File: src/rtl/seq_rec_mult16.sv
// Sequential 16x16 approximate recursive multiplier: one shared M8_4 core issues the
// LL, LH, HL and HH sub-products over four cycles into a 32-bit shift-accumulator.

// 2x2 approximate cell: exact except 3x3, which yields 7 so the product fits in 3 bits.
module m2_k (
   input  logic [1:0] x,
   input  logic [1:0] y,
   output logic [2:0] p
);

   always_comb begin
      p[0] = x[0] & y[0];
      p[1] = (x[1] & y[0]) | (x[0] & y[1]);
      p[2] = x[1] & y[1];
   end

endmodule

// 4x4 recursive multiplier built from four approximate 2x2 cells.
module m4_4 (
   input  logic [3:0] x,
   input  logic [3:0] y,
   output logic [7:0] p
);

   logic [2:0] p_ll;
   logic [2:0] p_lh;
   logic [2:0] p_hl;
   logic [2:0] p_hh;

   m2_k u_ll (.x(x[1:0]), .y(y[1:0]), .p(p_ll));
   m2_k u_lh (.x(x[1:0]), .y(y[3:2]), .p(p_lh));
   m2_k u_hl (.x(x[3:2]), .y(y[1:0]), .p(p_hl));
   m2_k u_hh (.x(x[3:2]), .y(y[3:2]), .p(p_hh));

   always_comb begin
      p = {5'b0, p_ll}
        + {3'b0, p_lh, 2'b0}
        + {3'b0, p_hl, 2'b0}
        + {1'b0, p_hh, 4'b0};
   end

endmodule

// M8_4: 8x8 recursive multiplier composed of four approximate 4x4 blocks.
module m8_4 (
   input  logic [7:0]  x,
   input  logic [7:0]  y,
   output logic [15:0] p
);

   logic [7:0] p_ll;
   logic [7:0] p_lh;
   logic [7:0] p_hl;
   logic [7:0] p_hh;

   m4_4 u_ll (.x(x[3:0]), .y(y[3:0]), .p(p_ll));
   m4_4 u_lh (.x(x[3:0]), .y(y[7:4]), .p(p_lh));
   m4_4 u_hl (.x(x[7:4]), .y(y[3:0]), .p(p_hl));
   m4_4 u_hh (.x(x[7:4]), .y(y[7:4]), .p(p_hh));

   always_comb begin
      p = {8'b0, p_ll}
        + {4'b0, p_lh, 4'b0}
        + {4'b0, p_hl, 4'b0}
        + {p_hh, 8'b0};
   end

endmodule

module seq_rec_mult16 #(
   parameter int EXACT_LL = 0,
   parameter int ACC_W    = 32
) (
   input  logic        clk,
   input  logic        rst,
   input  logic        in_valid,
   output logic        in_ready,
   input  logic [15:0] a,
   input  logic [15:0] b,
   output logic        out_valid,
   input  logic        out_ready,
   output logic [31:0] Y,
   output logic        busy
);

   localparam logic [1:0] ST_IDLE = 2'd0;
   localparam logic [1:0] ST_CALC = 2'd1;
   localparam logic [1:0] ST_DONE = 2'd2;

   logic [1:0]       state_q, state_d;
   logic [1:0]       step_q, step_d;
   logic [ACC_W-1:0] acc_q, acc_d;
   logic [15:0]      a_q, a_d;
   logic [15:0]      b_q, b_d;
   logic [31:0]      y_q, y_d;

   logic [7:0]       op_x;
   logic [7:0]       op_y;
   logic [4:0]       shamt;
   logic [15:0]      prod_apx;
   logic [15:0]      prod_ll_exact;
   logic [15:0]      prod16;
   logic [ACC_W-1:0] term;
   logic [ACC_W-1:0] sum;

   // Operand steering for the shared core follows the step counter combinationally.
   always_comb begin
      op_x  = a_q[7:0];
      op_y  = b_q[7:0];
      shamt = 5'd0;
      case (step_q)
         2'd0: begin op_x = a_q[7:0];  op_y = b_q[7:0];  shamt = 5'd0;  end
         2'd1: begin op_x = a_q[7:0];  op_y = b_q[15:8]; shamt = 5'd8;  end
         2'd2: begin op_x = a_q[15:8]; op_y = b_q[7:0];  shamt = 5'd8;  end
         2'd3: begin op_x = a_q[15:8]; op_y = b_q[15:8]; shamt = 5'd16; end
         default: ;
      endcase
   end

   m8_4 u_core (.x(op_x), .y(op_y), .p(prod_apx));

   always_comb begin
      prod_ll_exact = 16'(a_q[7:0]) * 16'(b_q[7:0]);
      if (EXACT_LL != 0 && step_q == 2'd0) begin
         prod16 = prod_ll_exact;
      end else begin
         prod16 = prod_apx;
      end
      term = ACC_W'(prod16) << shamt;
      sum  = acc_q + term;
   end

   always_comb begin
      state_d = state_q;
      step_d  = step_q;
      acc_d   = acc_q;
      a_d     = a_q;
      b_d     = b_q;
      y_d     = y_q;
      case (state_q)
         ST_IDLE: begin
            if (in_valid) begin
               a_d     = a;
               b_d     = b;
               acc_d   = '0;
               step_d  = 2'd0;
               state_d = ST_CALC;
            end
         end
         ST_CALC: begin
            acc_d  = sum;
            step_d = step_q + 2'd1;
            if (step_q == 2'd3) begin
               y_d     = sum[31:0];
               state_d = ST_DONE;
            end
         end
         ST_DONE: begin
            if (out_ready) begin
               state_d = ST_IDLE;
            end
         end
         default: state_d = ST_IDLE;
      endcase
   end

   always_ff @(posedge clk or posedge rst) begin
      if (rst) begin
         state_q <= ST_IDLE;
         step_q  <= 2'd0;
         acc_q   <= '0;
         a_q     <= '0;
         b_q     <= '0;
         y_q     <= '0;
      end else begin
         state_q <= state_d;
         step_q  <= step_d;
         acc_q   <= acc_d;
         a_q     <= a_d;
         b_q     <= b_d;
         y_q     <= y_d;
      end
   end

   always_comb begin
      in_ready  = (state_q == ST_IDLE);
      out_valid = (state_q == ST_DONE);
      busy      = (state_q != ST_IDLE);
      Y         = y_q;
   end

endmodule

File: config.mk
export PLATFORM = sky130hd
export DESIGN_NAME = seq_rec_mult16
export DESIGN_NICKNAME = d
export VERILOG_FILES = /design/src/rtl/seq_rec_mult16.sv
export SDC_FILE = /design/constraint.sdc
export NUM_CORES = 1
export LEC_CHECK = 0
export CORE_ASPECT_RATIO = 1.25
export CORE_MARGIN = 1.5
export CORE_UTILIZATION = 53
export CTS_BUF_LIST = sky130_fd_sc_hd__clkbuf_16
export DETAILED_ROUTE_END_ITERATION = 12
export GPL_TIMING_DRIVEN = 1
export PLACE_DENSITY = 0.78
export SKIP_LAST_GASP = 1
export SYNTH_ARGS = -nofsm -noshare
export SYNTH_HDL_FRONTEND = slang
export SYNTH_SLANG_ARGS = --single-unit
export TNS_END_PERCENT = 10
File: constraint.sdc
create_clock -name clk -period 7.4 [get_ports clk]
set_input_delay 0.74 -clock clk [delete_from_list [all_inputs] [get_ports clk]]
set_output_delay 0.74 -clock clk [all_outputs]
set_load 0.005 [all_outputs]
; After elaboration in Yosys (flattened, before gate mapping)
; Cells that the tools add are included.
[word_totals]
ff_bits = 100
in_bits = 36
wordCells = 136
[op_classes]
addsub = 17
eq_ne = 8
shifts = 1
n_mux = 11
n_bitwise = 80
reduce_logical = 13
[op_table]
columns = cell, n
row1 = $and 1x1->1, 64
row2 = $pmux 32 s2, 1
row3 = $add 32x32->32, 1
row4 = $add 7x7->8, 4
row5 = $mux 32, 1
row6 = $pmux 8 s2, 2
row7 = $shl 16x5->32, 1
row8 = $add 6x5->7, 4
row9 = $add 3x5->6, 4
row10 = $add 16x12->16, 1
row11 = $add 16x16->16, 1
row12 = $or 1x1->1, 16
row13 = $pmux 5 s3, 1
row14 = $add 8x12->13, 1
row15 = $reduce_or 2->1, 5
row16 = $mux 2, 4
row17 = $eq 2x2->1 const B, 3
row18 = $pmux 2 s3, 1
row19 = $reduce_and 2->1, 3
row20 = $eq 2x1->1 const B, 2
row21 = $logic_not 2->1, 2
row22 = $ne 2x2->1 const B, 2
row23 = $pmux 2 s2, 1
row24 = $reduce_bool 2->1, 2
row25 = other kinds (3), 3

; Depth between registers and ports, before layout
[depth]
ltp_word = 14
depth_mapped = 36

; Cells and area by module
; A second synthesis with hierarchy kept.
[unflattened]
cells_unflattened = 820
area_unflattened_um2 = 7597.3
[modules_own_cells]
columns = module, instances, cells_each, area_each_um2, seq_area_each_um2
row1 = seq_rec_mult16, 1, 594, 5806.8, 2502.4
row2 = m4_4, 4, 28, 216.5, 0.0
row3 = m8_4, 1, 66, 564.3, 0.0
row4 = m2_k, 16, 3, 22.5, 0.0

; Worst setup path before layout
; OpenSTA, ideal clock, no wires.
[synth_timing]
path_kind = register to register
from = reg step_q[0]
to = reg y_q[30] (netlist: Y[30])
setup_time_ps = 127
arrival_ps = 7589
slack_ps = -315
stages_incl_launch_ff = 35
synth_period_minus_slack_ps = 7715
cell_sequence = dfrtp_1 -> ha_1 -> buf_6 -> nor2_8 -> mux2i_1 -> or2_2 -> fa_1 -> inv_1 -> fa_1 -> ha_1 -> fa_1 -> a21o_1 -> a21oi_1 -> nor2b_1 -> o21ai_0 -> xnor2_1 -> fa_1 -> inv_1 -> ha_1 -> a2111o_1 -> a41oi_1 -> xnor2_1 -> nand2_1 -> o21ai_1 -> and2_1 -> ha_1 -> a21oi_1 -> a21oi_1 -> a311oi_2 -> o221ai_2 -> a31oi_4 -> o22ai_1 -> a221oi_2 -> xor2_1 -> o21ai_1
[synth_via]
elab_chain_len = 13
elab_cells_between_ends = 110
classes_between = add/sub (16) / eq/ne (3) / shift (1) / mux (3) / bitwise (80) / reduce/logical (7)
[synth_lines]
columns = element, line_no
row1 = from (decl), 92  ; logic [1:0] step_q, step_d;
row2 = from (signal assigned), 178  ; step_q <= step_d;
row3 = "$eq 2x2->1, or another cell as far along", "112, 154"
row4 = $reduce_or 2->1 (no source line), -
row5 = $pmux 8 s2, 112  ; case (step_q)
row6 = $and 1x1->1, 13  ; p[1] = (x[1] & y[0]) | (x[0] & y[1]);
row7 = $or 1x1->1, 13
row8 = $add 3x5->6, 38  ; + {3'b0, p_lh, 2'b0}
row9 = $add 6x5->7, 39  ; + {3'b0, p_hl, 2'b0}
row10 = $add 7x7->8, 40  ; + {1'b0, p_hh, 4'b0};
row11 = $add 8x12->13, 64  ; + {4'b0, p_lh, 4'b0}
row12 = $add 16x12->16, 65  ; + {4'b0, p_hl, 4'b0}
row13 = $add 16x16->16, 66  ; + {p_hh, 8'b0};
row14 = $shl 16x5->32, 130  ; term = ACC_W'(prod16) << shamt;
row15 = $add 32x32->32, 131  ; sum = acc_q + term;
row16 = to (signal assigned), 182  ; y_q <= y_d;
row17 = to (decl), 96  ; logic [31:0] y_q, y_d;
; Parallel ways exist; a longest one is shown, timed or not. The select of a mux whose other input is x is not followed.
; A chain may end at the register's enable or synchronous reset.

; Final worst setup path
[layout_timing]
from = reg step_q[0]
to = reg acc_q[28]
[layout_via]
elab_chain_len = 14
elab_cells_between_ends = 110
classes_between = add/sub (16) / eq/ne (3) / shift (1) / mux (4) / bitwise (80) / reduce/logical (6)
[layout_lines]
columns = element, line_no
row1 = "$eq 2x2->1, or another cell as far along", 112
row2 = $reduce_or 2->1 (no source line), -
row3 = $pmux 8 s2, 112
row4 = $and 1x1->1, 13
row5 = $or 1x1->1, 13
row6 = $add 3x5->6, 38
row7 = $add 6x5->7, 39
row8 = $add 7x7->8, 40
row9 = $add 8x12->13, 64
row10 = $add 16x12->16, 65
row11 = $add 16x16->16, 66
row12 = $shl 16x5->32 *, 130
row13 = $add 32x32->32 *, 131
row14 = $pmux 32 s2 *, 141  ; case (state_q)
row15 = to (signal assigned), 172  ; acc_q <= '0;
row16 = to (signal assigned), 179  ; acc_q <= acc_d;
row17 = to (decl), 93  ; logic [ACC_W-1:0] acc_q, acc_d;
; Every way passes the cells marked *; elsewhere a longest branch is shown, timed or not. The select of a mux whose other input is x is not followed.

==> flow_summary.json <==
{
  "place_inst": 1148,
  "clkSinkCount": 100,
  "synth.area.top_cells": "dfrtp_1 33%, ha_1 12%, nand2_1 8.0%",
  "period_needed_ns": 7.727,
  "num_vias": 6617,
  "ys_types": 61,
  "drv_cap": 0,
  "slowest_delay_ns": 0.60,
  "syn_nets": 986,
  "synth_compound_area_share_pct": 17.02,
  "r2r_cells": 36,
  "remaining_drc_errors": 0,
  "cts_inserted_buffers": 9,
  "synth_edf_count": 0,
  "cts-root-buf": "clkbuf_16",
  "seq_area_frac_synth_pct": 33.27,
  "async_reset_ff_share_pct": 100.0,
  "dr.pass1.iters": 4,
  "slew_headroom_pct": 25.33,
  "drive_above_1_share_pct": 19.86,
  "violations": "negative setup slack",
  "hold_viol": 0,
  "start_util_pct": 54.45,
  "synth_most_common_cell": "nand2_1",
  "drv_slew": 0,
  "endpoint_kind": "register",
  "synth-simple-area-share_pct": 19.38,
  "gp_congestion": 0.9775,
  "port_buffers": 70,
  "synth_top_cells_by_count": "161 x nand2_1, 100 x dfrtp_1, 73 x ha_1",
  "startpoint_type": "register",
  "worst_pin_slew_ns": 1.116,
  "gr-total-overflow": 0,
  "antenna_found_initial": 0,
  "syn_avg_cell_area_um2": 8.766,
  "grt_start_max_net_pins": 63,
  "crit_top_cell": "ha_4",
  "fin_crit_sh_pct": 104.4,
  "path_class": "register to register",
  "layoutNonFillerInstCount": 1182,
  "place_area_um2": 8982,
  "crit_slowest_cell": "fa_1",
  "htreeDepth": 3,
  "cts.clk_slew.worst_paths_ns": 0.07,
  "drt-wirelength-per-cell_um": 16.46,
  "yosys.area.top_type": "dfrtp_1",
  "synth_area_um2": 7521,
  "grt_pass1_wl_mm": 31.89,
  "fmax_ghz": 0.1294,
  "finClkSkew_ns": 0.009144,
  "dieArea_um2": 14920,
  "nets": 1131,
  "rsz0062_at_grt": "true",
  "ctsHoldBuffers": 0,
  "die_h_um": 136.2,
  "min_path_type": "register to register",
  "yosysWarnings": 0,
  "area_growth_pct": 28.56,
  "rows": 48,
  "wl_mm": 19.46,
  "die_w_um": 109.5,
  "path_max_fanout": 6,
  "diodes": 0,
  "status": "finished, violations left",
  "nFillCells": 1055,
  "min_delay_path_depth": 2,
  "dp_hpwl_mm": 14.20,
  "synth_top_area_share_pct": 33.27,
  "synth_adder_area_share_pct": 17.20,
  "grt_usage_pct": 27.59,
  "drtIter0Drc": 331,
  "synth.area.mux_share_pct": 3.743,
  "setup_viol": 22,
  "synth-xor-area-share_pct": 5.423,
  "core_um2": 13810,
  "setup_ws_ns": -0.3269,
  "synth_seq_cells": 100,
  "worstSkewPairLatency_ns": 0.37,
  "synth_top_family_by_area": "simple AND/OR/NAND/NOR gates",
  "ys.flop_type": "dfrtp_1",
  "postLayoutCellArea_um2": 9669,
  "clockBufferDepth": 2,
  "ant_nets": 0,
  "first_global_vias": 6874,
  "syn_inst": 858,
  "cts_tree": "yes",
  "io_pins": 71,
  "required_ns": 7.61,
  "vias_per_cell": 5.598,
  "crit_arrival_ns": 7.93,
  "tns_ns": -4.517
}
final cells by class:
class	count	area (um^2)	share of cell area, %
well taps	175	219.0	2.264
clock inverters	6	50.05	0.5176
flip-flops and latches	100	2505	25.91
inverters	49	186.4	1.928
multi-input cells	682	5081	52.55
clock buffers	9	225.2	2.329
repair buffers	161	1403	14.51
per-stage QoR:
stage	util, %	setup slack (ns)	hold slack (ns)
final	70.00	-0.3269	0.4792
after global routing	70.00	-0.7009	0.5050
after CTS	69.21	-0.09845	0.4810
after detailed placement	65.03	-0.4530	0.4651
after global placement	65.03	-0.2176	0.4610
after floorplan	-	0.01927	0.4450
cells in the final DEF (no fill, tap or decap), drive strengths merged, types with 9 or more instances in the layout:
cell type and n:
a21o 15, a21oi 34, o21ai 84, nand2 161, nor2b 10, and2 9, buf 91, dfrtp 100
nor2 55, ha 73, clkbuf 9, nand3 30, fa 19, mux2i 22, xnor2 25, clkdlybuf4s50 70
nand2b 12, or2 22, o22ai 20, xor2 19, o21bai 9, inv 51
state kept, by name, indices dropped and copies added, names as in the netlist:
register and flops:
state_q 2, Y 32, step_q 2, a_q 16
b_q 16, acc_q 32
layer usage:
layer	routed length (um)	part of all wire (%)	global-route usage [%]
met1	7841	40	30.85
met4	862	4.4	14.21
met2	10180	52	49.93
met5	0	0	0
met3	578	3.0	4.027
final timing paths:
path                       slack [ns]        end      start
max in group asynchronous        5.45  step_q[1]        rst
setup reg to reg                -0.33  acc_q[28]  step_q[0]
setup / recovery                -0.33  acc_q[28]  step_q[0]
hold / removal                   0.48      Y[13]      Y[13]
min in group asynchronous        0.77    b_q[14]        rst
hold reg to reg                  0.48      Y[13]      Y[13]
timing repair:
| item | CTS | global route |
|---|---|---|
| buffers inserted | 13 | 6 |
| resized for setup | 34 | 18 |
| setup endpoints to repair | 26 | 31 |
| pin swaps | 40 | 17 |
cell families (layout without fill, tap and decap cells):
group                    count (synthesis)  after routing
AND/OR/NAND/NOR                        320            320
AO/OA/AOI/OAI                          198            198
flip-flops                             100            100
adder cells (fa/ha/maj)                 92             92
buffers and inverters                   76            225
XOR/XNOR                                45             45
multiplexers                            26             26
other                                    1              1
critical path, delay by kind of cell (launching register included):
kind,cells,cell delay (ns)
xor gates and xnor gates,2,0.27
muxes,1,0.10
AOI/OAI and AO/OA,15,2.66
DFF,1,0.45
adders and majority gates,8,2.61
and+or+nand+nor,4,0.79
buffers and inverters,6,0.65
Power is not shown: default switching activity piles up to over one toggle a cycle in this logic, so the estimate is an artifact.
